<file path="config.mk">
export PLATFORM = sky130hd
export DESIGN_NAME = if_prefetch_unit
export DESIGN_NICKNAME = d
export VERILOG_FILES = /design/src/rtl/if_prefetch_unit_pkg.sv /design/src/rtl/if_prefetch_unit_fifo.sv /design/src/rtl/if_prefetch_unit.sv
export SDC_FILE = /design/constraint.sdc
export NUM_CORES = 1
export LEC_CHECK = 0
export BUFFER_PORTS_ARGS = -buffer_cell sky130_fd_sc_hd__buf_2
export CORE_MARGIN = 2
export CORE_UTILIZATION = 50
export DETAILED_ROUTE_END_ITERATION = 10
export HOLD_SLACK_MARGIN = 0.05
export PLACE_DENSITY = 0.74
export REMOVE_ABC_BUFFERS = 1
export SLEW_MARGIN = 20
export SYNTH_ARGS = -nofsm -noshare
export SYNTH_HDL_FRONTEND = slang
export SYNTH_SLANG_ARGS = --single-unit
</file>
<file path="constraint.sdc">
create_clock -name clk -period 7.9 [get_ports clk]
set_clock_uncertainty 0.2 [all_clocks]
set_input_delay 1.58 -clock clk [delete_from_list [all_inputs] [get_ports clk]]
set_output_delay 1.58 -clock clk [all_outputs]
set_load 0.1 [all_outputs]
</file>
<file path="src/rtl/if_prefetch_unit_pkg.sv">
// Shared CPU definitions: reset PC default, fetch FSM encoding, NOP word.
package if_prefetch_unit_pkg;

    localparam logic [31:0] RESET_PC_DEFAULT = 32'h0000_0000;
    localparam logic [31:0] NOP              = 32'h0000_0013;

    typedef enum logic [1:0] {
        ST_IDLE  = 2'd0,
        ST_RUN   = 2'd1,
        ST_FLUSH = 2'd2
    } fetch_state_t;

    // Word-align an address by clearing the byte-offset bits.
    function automatic logic [31:0] word_align(input logic [31:0] addr);
        return {addr[31:2], 2'b00};
    endfunction

endpackage

</file>
<file path="src/rtl/if_prefetch_unit_fifo.sv">
// Parametric synchronous FIFO with a flush that takes priority over push/pop.
module fetch_fifo #(
    parameter int WIDTH = 32,
    parameter int DEPTH = 2
) (
    input  logic                         clk,
    input  logic                         rst,
    input  logic                         i_flush,
    input  logic                         i_push,
    input  logic [WIDTH-1:0]             i_data,
    input  logic                         i_pop,
    output logic [WIDTH-1:0]             o_data,
    output logic                         o_empty,
    output logic [$clog2(DEPTH+1)-1:0]   o_count
);

    localparam int AW = $clog2(DEPTH);
    localparam int CW = $clog2(DEPTH+1);

    logic [WIDTH-1:0] r_mem [DEPTH];
    logic [AW-1:0]    r_wr_ptr;
    logic [AW-1:0]    r_rd_ptr;
    logic [CW-1:0]    r_count;
    logic             w_do_push;
    logic             w_do_pop;

    // Pointers wrap explicitly so non-power-of-two depths work.
    function automatic logic [AW-1:0] ptr_next(input logic [AW-1:0] p);
        return (p == AW'(DEPTH-1)) ? '0 : p + 1'b1;
    endfunction

    assign w_do_push = i_push && (r_count != CW'(DEPTH));
    assign w_do_pop  = i_pop && (r_count != '0);
    assign o_data    = r_mem[r_rd_ptr];
    assign o_empty   = (r_count == '0);
    assign o_count   = r_count;

    // Storage write; contents need no reset since count gates visibility.
    always_ff @(posedge clk) begin
        if (w_do_push) begin
            r_mem[r_wr_ptr] <= i_data;
        end
    end

    // Pointer and occupancy tracking with reset/flush priority.
    always_ff @(posedge clk) begin
        if (rst || i_flush) begin
            r_wr_ptr <= '0;
            r_rd_ptr <= '0;
            r_count  <= '0;
        end else begin
            if (w_do_push) r_wr_ptr <= ptr_next(r_wr_ptr);
            if (w_do_pop)  r_rd_ptr <= ptr_next(r_rd_ptr);
            case ({w_do_push, w_do_pop})
                2'b10:   r_count <= r_count + 1'b1;
                2'b01:   r_count <= r_count - 1'b1;
                default: r_count <= r_count;
            endcase
        end
    end

endmodule

</file>
<file path="src/rtl/if_prefetch_unit.sv">
// Instruction prefetch unit: credit-limited fetch into a small queue, with
// redirect flush and drop counting of responses still in flight.
//
//   state    | meaning
//   ---------+-----------------------------------------------------------
//   ST_IDLE  | one cycle after reset before fetching starts
//   ST_RUN   | issuing requests and queueing responses
//   ST_FLUSH | discarding stale responses left over from a redirect
module if_prefetch_unit
    import if_prefetch_unit_pkg::*;
#(
    parameter logic [31:0] RESET_PC = RESET_PC_DEFAULT,
    parameter int          DEPTH    = 2
) (
    input  logic        clk,
    input  logic        rst,
    input  logic        redirect,
    input  logic [31:0] redirect_pc,
    output logic        imem_req_valid,
    output logic [31:0] imem_req_addr,
    input  logic        imem_req_ready,
    input  logic        imem_resp_valid,
    input  logic [31:0] imem_resp_data,
    output logic        out_valid,
    output logic [31:0] out_pc,
    output logic [31:0] out_instruction,
    input  logic        out_ready
);

    localparam int CW = $clog2(DEPTH+1);

    fetch_state_t  r_state;
    logic [31:0]   r_fetch_pc;
    logic [CW-1:0] r_inflight;
    logic [CW-1:0] r_drop;

    logic [CW-1:0] w_q_count;
    logic          w_q_empty;
    logic [63:0]   w_q_head;
    logic [31:0]   w_pc_head;
    logic [CW:0]   w_credit_sum;
    logic          w_req_hs;
    logic          w_resp_keep;
    logic          w_out_pop;
    logic [CW-1:0] w_drop_load;
    logic [CW-1:0] w_flush_dec;
    logic [CW-1:0] w_unused_pc_count;
    logic          w_unused_pc_empty;
    logic          w_unused_pc_bits;

    assign w_unused_pc_bits = ^redirect_pc[1:0];

    // Queue entries plus requests in flight may never exceed DEPTH, so a
    // response always finds room in the queue.
    assign w_credit_sum   = {1'b0, w_q_count} + {1'b0, r_inflight};
    assign imem_req_valid = (r_state == ST_RUN) && !redirect &&
                            (w_credit_sum < (CW+1)'(DEPTH));
    assign imem_req_addr  = r_fetch_pc;
    assign w_req_hs       = imem_req_valid && imem_req_ready;

    // Only responses arriving in RUN outside a redirect cycle are live.
    assign w_resp_keep = imem_resp_valid && (r_state == ST_RUN) && !redirect;
    assign w_out_pop   = out_valid && out_ready && !redirect;
    assign w_drop_load = r_inflight - CW'(imem_resp_valid);
    assign w_flush_dec = CW'(imem_resp_valid && (r_drop != '0));

    assign out_valid       = !w_q_empty;
    assign out_pc          = w_q_empty ? 32'h0 : w_q_head[63:32];
    assign out_instruction = w_q_empty ? 32'h0 : w_q_head[31:0];

    fetch_fifo #(.WIDTH(32), .DEPTH(DEPTH)) u_pc_fifo (
        .clk     (clk),
        .rst     (rst),
        .i_flush (redirect),
        .i_push  (w_req_hs),
        .i_data  (r_fetch_pc),
        .i_pop   (w_resp_keep),
        .o_data  (w_pc_head),
        .o_empty (w_unused_pc_empty),
        .o_count (w_unused_pc_count)
    );

    fetch_fifo #(.WIDTH(64), .DEPTH(DEPTH)) u_instr_queue (
        .clk     (clk),
        .rst     (rst),
        .i_flush (redirect),
        .i_push  (w_resp_keep),
        .i_data  ({w_pc_head, imem_resp_data}),
        .i_pop   (w_out_pop),
        .o_data  (w_q_head),
        .o_empty (w_q_empty),
        .o_count (w_q_count)
    );

    // Fetch FSM: fetch PC, in-flight credit and stale-response drop count.
    always_ff @(posedge clk) begin
        if (rst) begin
            r_state    <= ST_IDLE;
            r_fetch_pc <= RESET_PC;
            r_inflight <= '0;
            r_drop     <= '0;
        end else begin
            case (r_state)
                ST_IDLE: begin
                    if (redirect) r_fetch_pc <= word_align(redirect_pc);
                    r_state <= ST_RUN;
                end
                ST_RUN: begin
                    if (redirect) begin
                        r_fetch_pc <= word_align(redirect_pc);
                        r_drop     <= w_drop_load;
                        r_inflight <= w_drop_load;
                        if (r_inflight != '0) r_state <= ST_FLUSH;
                    end else begin
                        if (w_req_hs) r_fetch_pc <= r_fetch_pc + 32'd4;
                        r_inflight <= r_inflight + CW'(w_req_hs) - CW'(imem_resp_valid);
                    end
                end
                ST_FLUSH: begin
                    // A second redirect only retargets; stale count stands.
                    if (redirect) r_fetch_pc <= word_align(redirect_pc);
                    r_drop     <= r_drop - w_flush_dec;
                    r_inflight <= r_inflight - w_flush_dec;
                    if ((r_drop - w_flush_dec) == '0) r_state <= ST_RUN;
                end
                default: r_state <= ST_IDLE;
            endcase
        end
    end

endmodule

</file>
## Yosys cells after proc, flatten, opt, wreduce, memory -nomap -nowiden

Memories as Yosys holds them, arrays and structs flattened. A register that Yosys moved wholly into a read port is not among the register bits.
Index checks and enable logic that the tools add are counted.

- Register bits: 46
- Bits in writable memories: 192
- Input bits: 70
- Output and inout bits: 98
- Word-level logic and storage cells: 99
- Memories: 2

- $add $sub $neg: 15
- Magnitude comparators: 1
- Eq/ne operators: 13
- Muxes and demuxes: 28
- Reduce and logical (&&, ||, !) cells: 30

Memory list:

| memory | words | width | read ports | clocked after memory_dff | wr ports | RTL line | source |
|---|---|---|---|---|---|---|---|
| u_instr_queue.r_mem | 2 | 64 | 1 | 1 | 1 | if_prefetch_unit_fifo.sv:20 | `logic [WIDTH-1:0] r_mem [DEPTH];` |
| u_pc_fifo.r_mem | 2 | 32 | 1 | 1 | 1 | if_prefetch_unit_fifo.sv:20 |  |

Operators by type and width:

| operator | number |
|---|---|
| 32-bit 2-to-1 mux | 5 |
| 32-bit case mux with 2 select lines | 1 |
| 32-bit by 3-bit adder with 32-bit output, second input constant | 1 |
| 2-bit case mux with 2 select lines | 4 |
| 2-bit nonzero test | 8 |
| 1-bit logical AND | 12 |
| 1-bit 2-to-1 mux | 12 |
| 2-bit 2-to-1 mux | 5 |
| 2-bit != test, second input constant | 4 |
| 2-bit by 1-bit subtractor with 2-bit output | 4 |
| 2-bit by 1-bit == test with 1-bit output, second input constant | 3 |
| 2-bit == test, second input constant | 3 |
| 2-bit zero test | 3 |
| 2-bit case mux with 3 select lines | 1 |
| 3-bit AND reduction | 2 |
| 1-bit adder, second input constant | 4 |
| 2-bit by 1-bit adder with 2-bit output, second input constant | 2 |
| 2-bit by 1-bit != test with 1-bit output, second input constant | 2 |
| 2-bit by 1-bit subtractor with 2-bit output, second input constant | 2 |
| 2-bit by 2-bit adder with 3-bit output | 1 |
| 3-bit by 2-bit less-than comparator with 1-bit output, second input constant | 1 |
| 3-bit by 2-bit != test with 1-bit output, second input constant | 1 |
| 2-bit by 1-bit adder with 2-bit output | 1 |
| 1-bit zero test | 2 |
| other kinds (3) | 3 |

## Longest topological paths before layout

- Word-level depth: 8
- Gate-level depth with buffers: 13
- Depth with buffers taken out: 12

## By module

Synthesis repeated with hierarchy kept, for this count alone.

- Cells, all modules: 734
- Area total of the unflattened synthesis: 10238.6 µm²

Modules (own cells, without submodules):

| module | instances | cells an instance | area each (µm²) | sequential area each (µm²) |
|---|---|---|---|---|
| fetch_fifo at u_instr_queue | 1 | 225 | 4822.1 | 3943.8 |
| if_prefetch_unit | 1 | 383 | 2892.8 | 720.7 |
| fetch_fifo at u_pc_fifo | 1 | 126 | 2523.7 | 2021.9 |

## Least setup slack after synthesis

Ideal clock, no wire load.

- Path kind: input-to-output
- Start point: input redirect
- End point: output imem_req_valid
- Data arrival time: 3.944 ns
- Data required time: 6.120 ns
- Path slack: 2.176 ns
- Stages: 3
- Path buffers: 1
- Path through: clkbuf_1 > nand2b_1 > nor3_1

- Cells in the longest elaborated chain, start to end: 3

RTL lines:

| item | RTL line | source |
|---|---|---|
| start, declared | if_prefetch_unit.sv:17 | `input logic redirect,` |
| 1-bit zero test | if_prefetch_unit.sv:56 | `assign imem_req_valid = (r_state == ST_RUN) && !redirect &&` |
| 1-bit logical AND (2 in series) | if_prefetch_unit.sv:56 |  |
| end, declared | if_prefetch_unit.sv:19 | `output logic imem_req_valid,` |

No other way between the ends.

## Final worst setup path

Ends and elaborated chain as after synthesis.

==> results.json <==
{
  "syn-cell-area_um2": 9680,
  "powerDensity_nw_per_um2": 300,
  "min_period_over_period": 0.559,
  "io_pins": 168,
  "numPortBuffers": 161,
  "cts_tree": "built",
  "synth.area.top_cells": "edfxtp_1 57%, dfxtp_1 9.5%, mux2i_1 6.8%",
  "cts_htree_levels": 1,
  "setup_viol": 0,
  "stdcell_area_um2": 11500,
  "yosys_warnings": 0,
  "rr_endpoint": "u_pc_fifo.r_mem[0][10]",
  "worstPathMaxFanout": 22,
  "wl_per_cell_um": 17.6,
  "fp.coreArea_um2": 18800,
  "setup.worst_path.end_class": "primary output",
  "ff_latch_area_um2": 6450,
  "grt_max_degree": 42,
  "dp_cells": 1120,
  "fmax_ghz": 0.226,
  "cts_buffers": 24,
  "ys_seq_area_frac": 0.666,
  "leakagePower_nw": 4.12,
  "cts_setup_buffers": 0,
  "worst-r2r-cell-count": 6,
  "path_common_cell": "buf_2",
  "holdCritStartpoint": "u_instr_queue.r_rd_ptr",
  "gp_congestion": 0.850,
  "period_needed_ns": 4.42,
  "slowest_delay_ns": 0.46,
  "setup.worst_path.class": "primary input to primary output",
  "hold_path_class": "flop to flop",
  "clk_latency_ns": 0.50,
  "arrival_ns": 2.64,
  "dpl-instance-area_um2": 10800,
  "drt_iter0_markers": 431,
  "die_area_um2": 20500,
  "netlist.area_leader.share": 0.571,
  "antenna_found_initial": 0,
  "hpwl_um": 13100,
  "grt_pass1_vias": 6088,
  "worstPathRequired_ns": 6.12,
  "path_cells": "buf_2, nand2b_1, nor3_1, buf_2",
  "final.fill_count": 1473,
  "overflow": 0,
  "outcome": "finished clean",
  "drv_slew": 0,
  "diodes": 0,
  "maxCapViolations": 0,
  "std_cell_rows": 50,
  "postSynthCellCount": 733,
  "multi_input_area_um2": 3060,
  "rrSetupSlack_ns": 4.30,
  "routed_via_density": 5.47,
  "area_delta_synth_final_pct": 18.3,
  "antenna_left": 0,
  "post_cts_resized": 0,
  "utilization": 0.608,
  "fp.dieW_um": 143,
  "worstHoldPathCells": 2,
  "stdcell_count": 1163,
  "finalSetupTns_ns": 0,
  "async_reset_ff_frac": 0,
  "track_usage": 0.197,
  "ir_drop_v": 0.000184,
  "grt_pass1_wl_um": 31500,
  "vias": 6367,
  "synth_edf_count": 184,
  "synth.avg_cell_area_um2": 13.2,
  "ys_ff_latch": 230,
  "nNetsFinal": 970,
  "synth.most_common_cell": "edfxtp_1",
  "place_ws_ns": 3.37,
  "rsz0062_at_grt": "no",
  "min_to": "u_instr_queue.r_rd_ptr",
  "crit_path_top_delay_cell": "buf_2",
  "hold_viol_final": 0,
  "clkTransAtPathRegs_ns": 0.06,
  "die_height_um": 143,
  "root_buffer": "clkbuf_16",
  "synth_area_leader_cell": "edfxtp_1",
  "hold_buffers": 0,
  "drt-pass1-iter-count": 5,
  "clk_path_buf_depth": 3,
  "setup_ws_ns": 3.48,
  "startpoint_type": "primary input",
  "synthFlopType": "edfxtp_1",
  "max_slew.worst_pin.slew_ns": 0.999,
  "clock-sinks": 230,
  "maxSlewHeadroom": 0.332,
  "wl_um": 20500,
  "ys_types": 53,
  "r2r-start": "u_instr_queue.o_count[0]",
  "drive_gt1_frac": 0.274,
  "synthTopCellsByCount": "184 x edfxtp_1, 103 x nor2_1, 66 x mux2i_1",
  "start_util": 0.514,
  "post-route-drc-count": 0
}
## cells in the final DEF (no fill, tap or decap), types with 12 or more instances in the layout
cell	netlist	routed
dfxtp_1	46	45
o21ai_0	27	27
ha_1	13	13
a21oi_1	29	29
mux2_2	30	30
nor2_1	103	98
edfxtp_1	184	184
nand2_1	30	30
clkbuf_16	0	25
inv_1	16	16
mux2i_1	66	66
buf_2	0	161
nor3_1	13	12
a211oi_1	12	12
## registers in the layout (all words and copies together), names as in the netlist, named ones only
signal	cells
u_pc_fifo.r_mem	60
u_pc_fifo.r_wr_ptr	1
u_instr_queue.r_mem	124
u_pc_fifo.r_rd_ptr	1
r_state	2
r_inflight	2
imem_req_addr	30
r_drop	2
u_instr_queue.o_count	2
u_pc_fifo.o_count	2
u_instr_queue.r_rd_ptr	1
u_instr_queue.r_wr_ptr	1
## worst max-delay path: cells and delay by family
| family | cells | cell delay [ns] |
|---|---|---|
| buf+inv | 2 | 0.69 |
| simple gates | 2 | 0.36 |
## final cells by class
type	instances	share of cell area
clock buffers	34	0.0576
clock inverters	9	0.00371
inverters	16	0.00524
multi-input cells	446	0.267
flip-flops and latches	230	0.563
well taps	260	0.0284
repair buffers	168	0.0749
## stage by stage
stage               power (mW)  hold WS [ns]
global route              3.58         0.338
CTS                       3.45         0.317
global placement          2.43         0.286
detailed placement        2.45         0.295
floorplan                 2.23         0.272
finish                    3.43         0.312
## power by group
group	total, mW	internal [mW]	switching, mW
sequential	1.54	1.44	0.105
combinational	0.883	0.202	0.681
clock	1.01	0.579	0.427
total	3.43	2.22	1.21
## worst max path at each step
| stage | from | to | slack, ns | cells past startpoint |
|---|---|---|---|---|
| floorplan | flop | out_instruction[0] | 2.36 | 2 |
| global placement | redirect | imem_req_valid | 3.42 | 4 |
| detailed placement | redirect | u_instr_queue.r_mem[1][16] | 3.37 | 5 |
| CTS | redirect | imem_req_valid | 3.47 | 4 |
| global route | redirect | imem_req_valid | 3.39 | 4 |
| finish | redirect | imem_req_valid | 3.48 | 4 |
## logic make-up after synthesis
logic type | after synthesis | share of synthesized area
other cells | 1 | 0.000387
flops | 230 | 0.666
fa+ha+maj | 14 | 0.0189
compound gates | 120 | 0.0814
xor+xnor | 12 | 0.0109
buf+inv | 60 | 0.0248
simple gates | 200 | 0.0950
mux | 96 | 0.103
## routing by layer
layer  up-vias  global-route usage  part of all wire
met2       266               0.340              0.48
met4         0              0.0469             0.016
met3        32              0.0298             0.074
met1      3021               0.263              0.43
met5         -                   0                 0
li1       3048                   -                 -
Power figures use the tool's default switching activity.
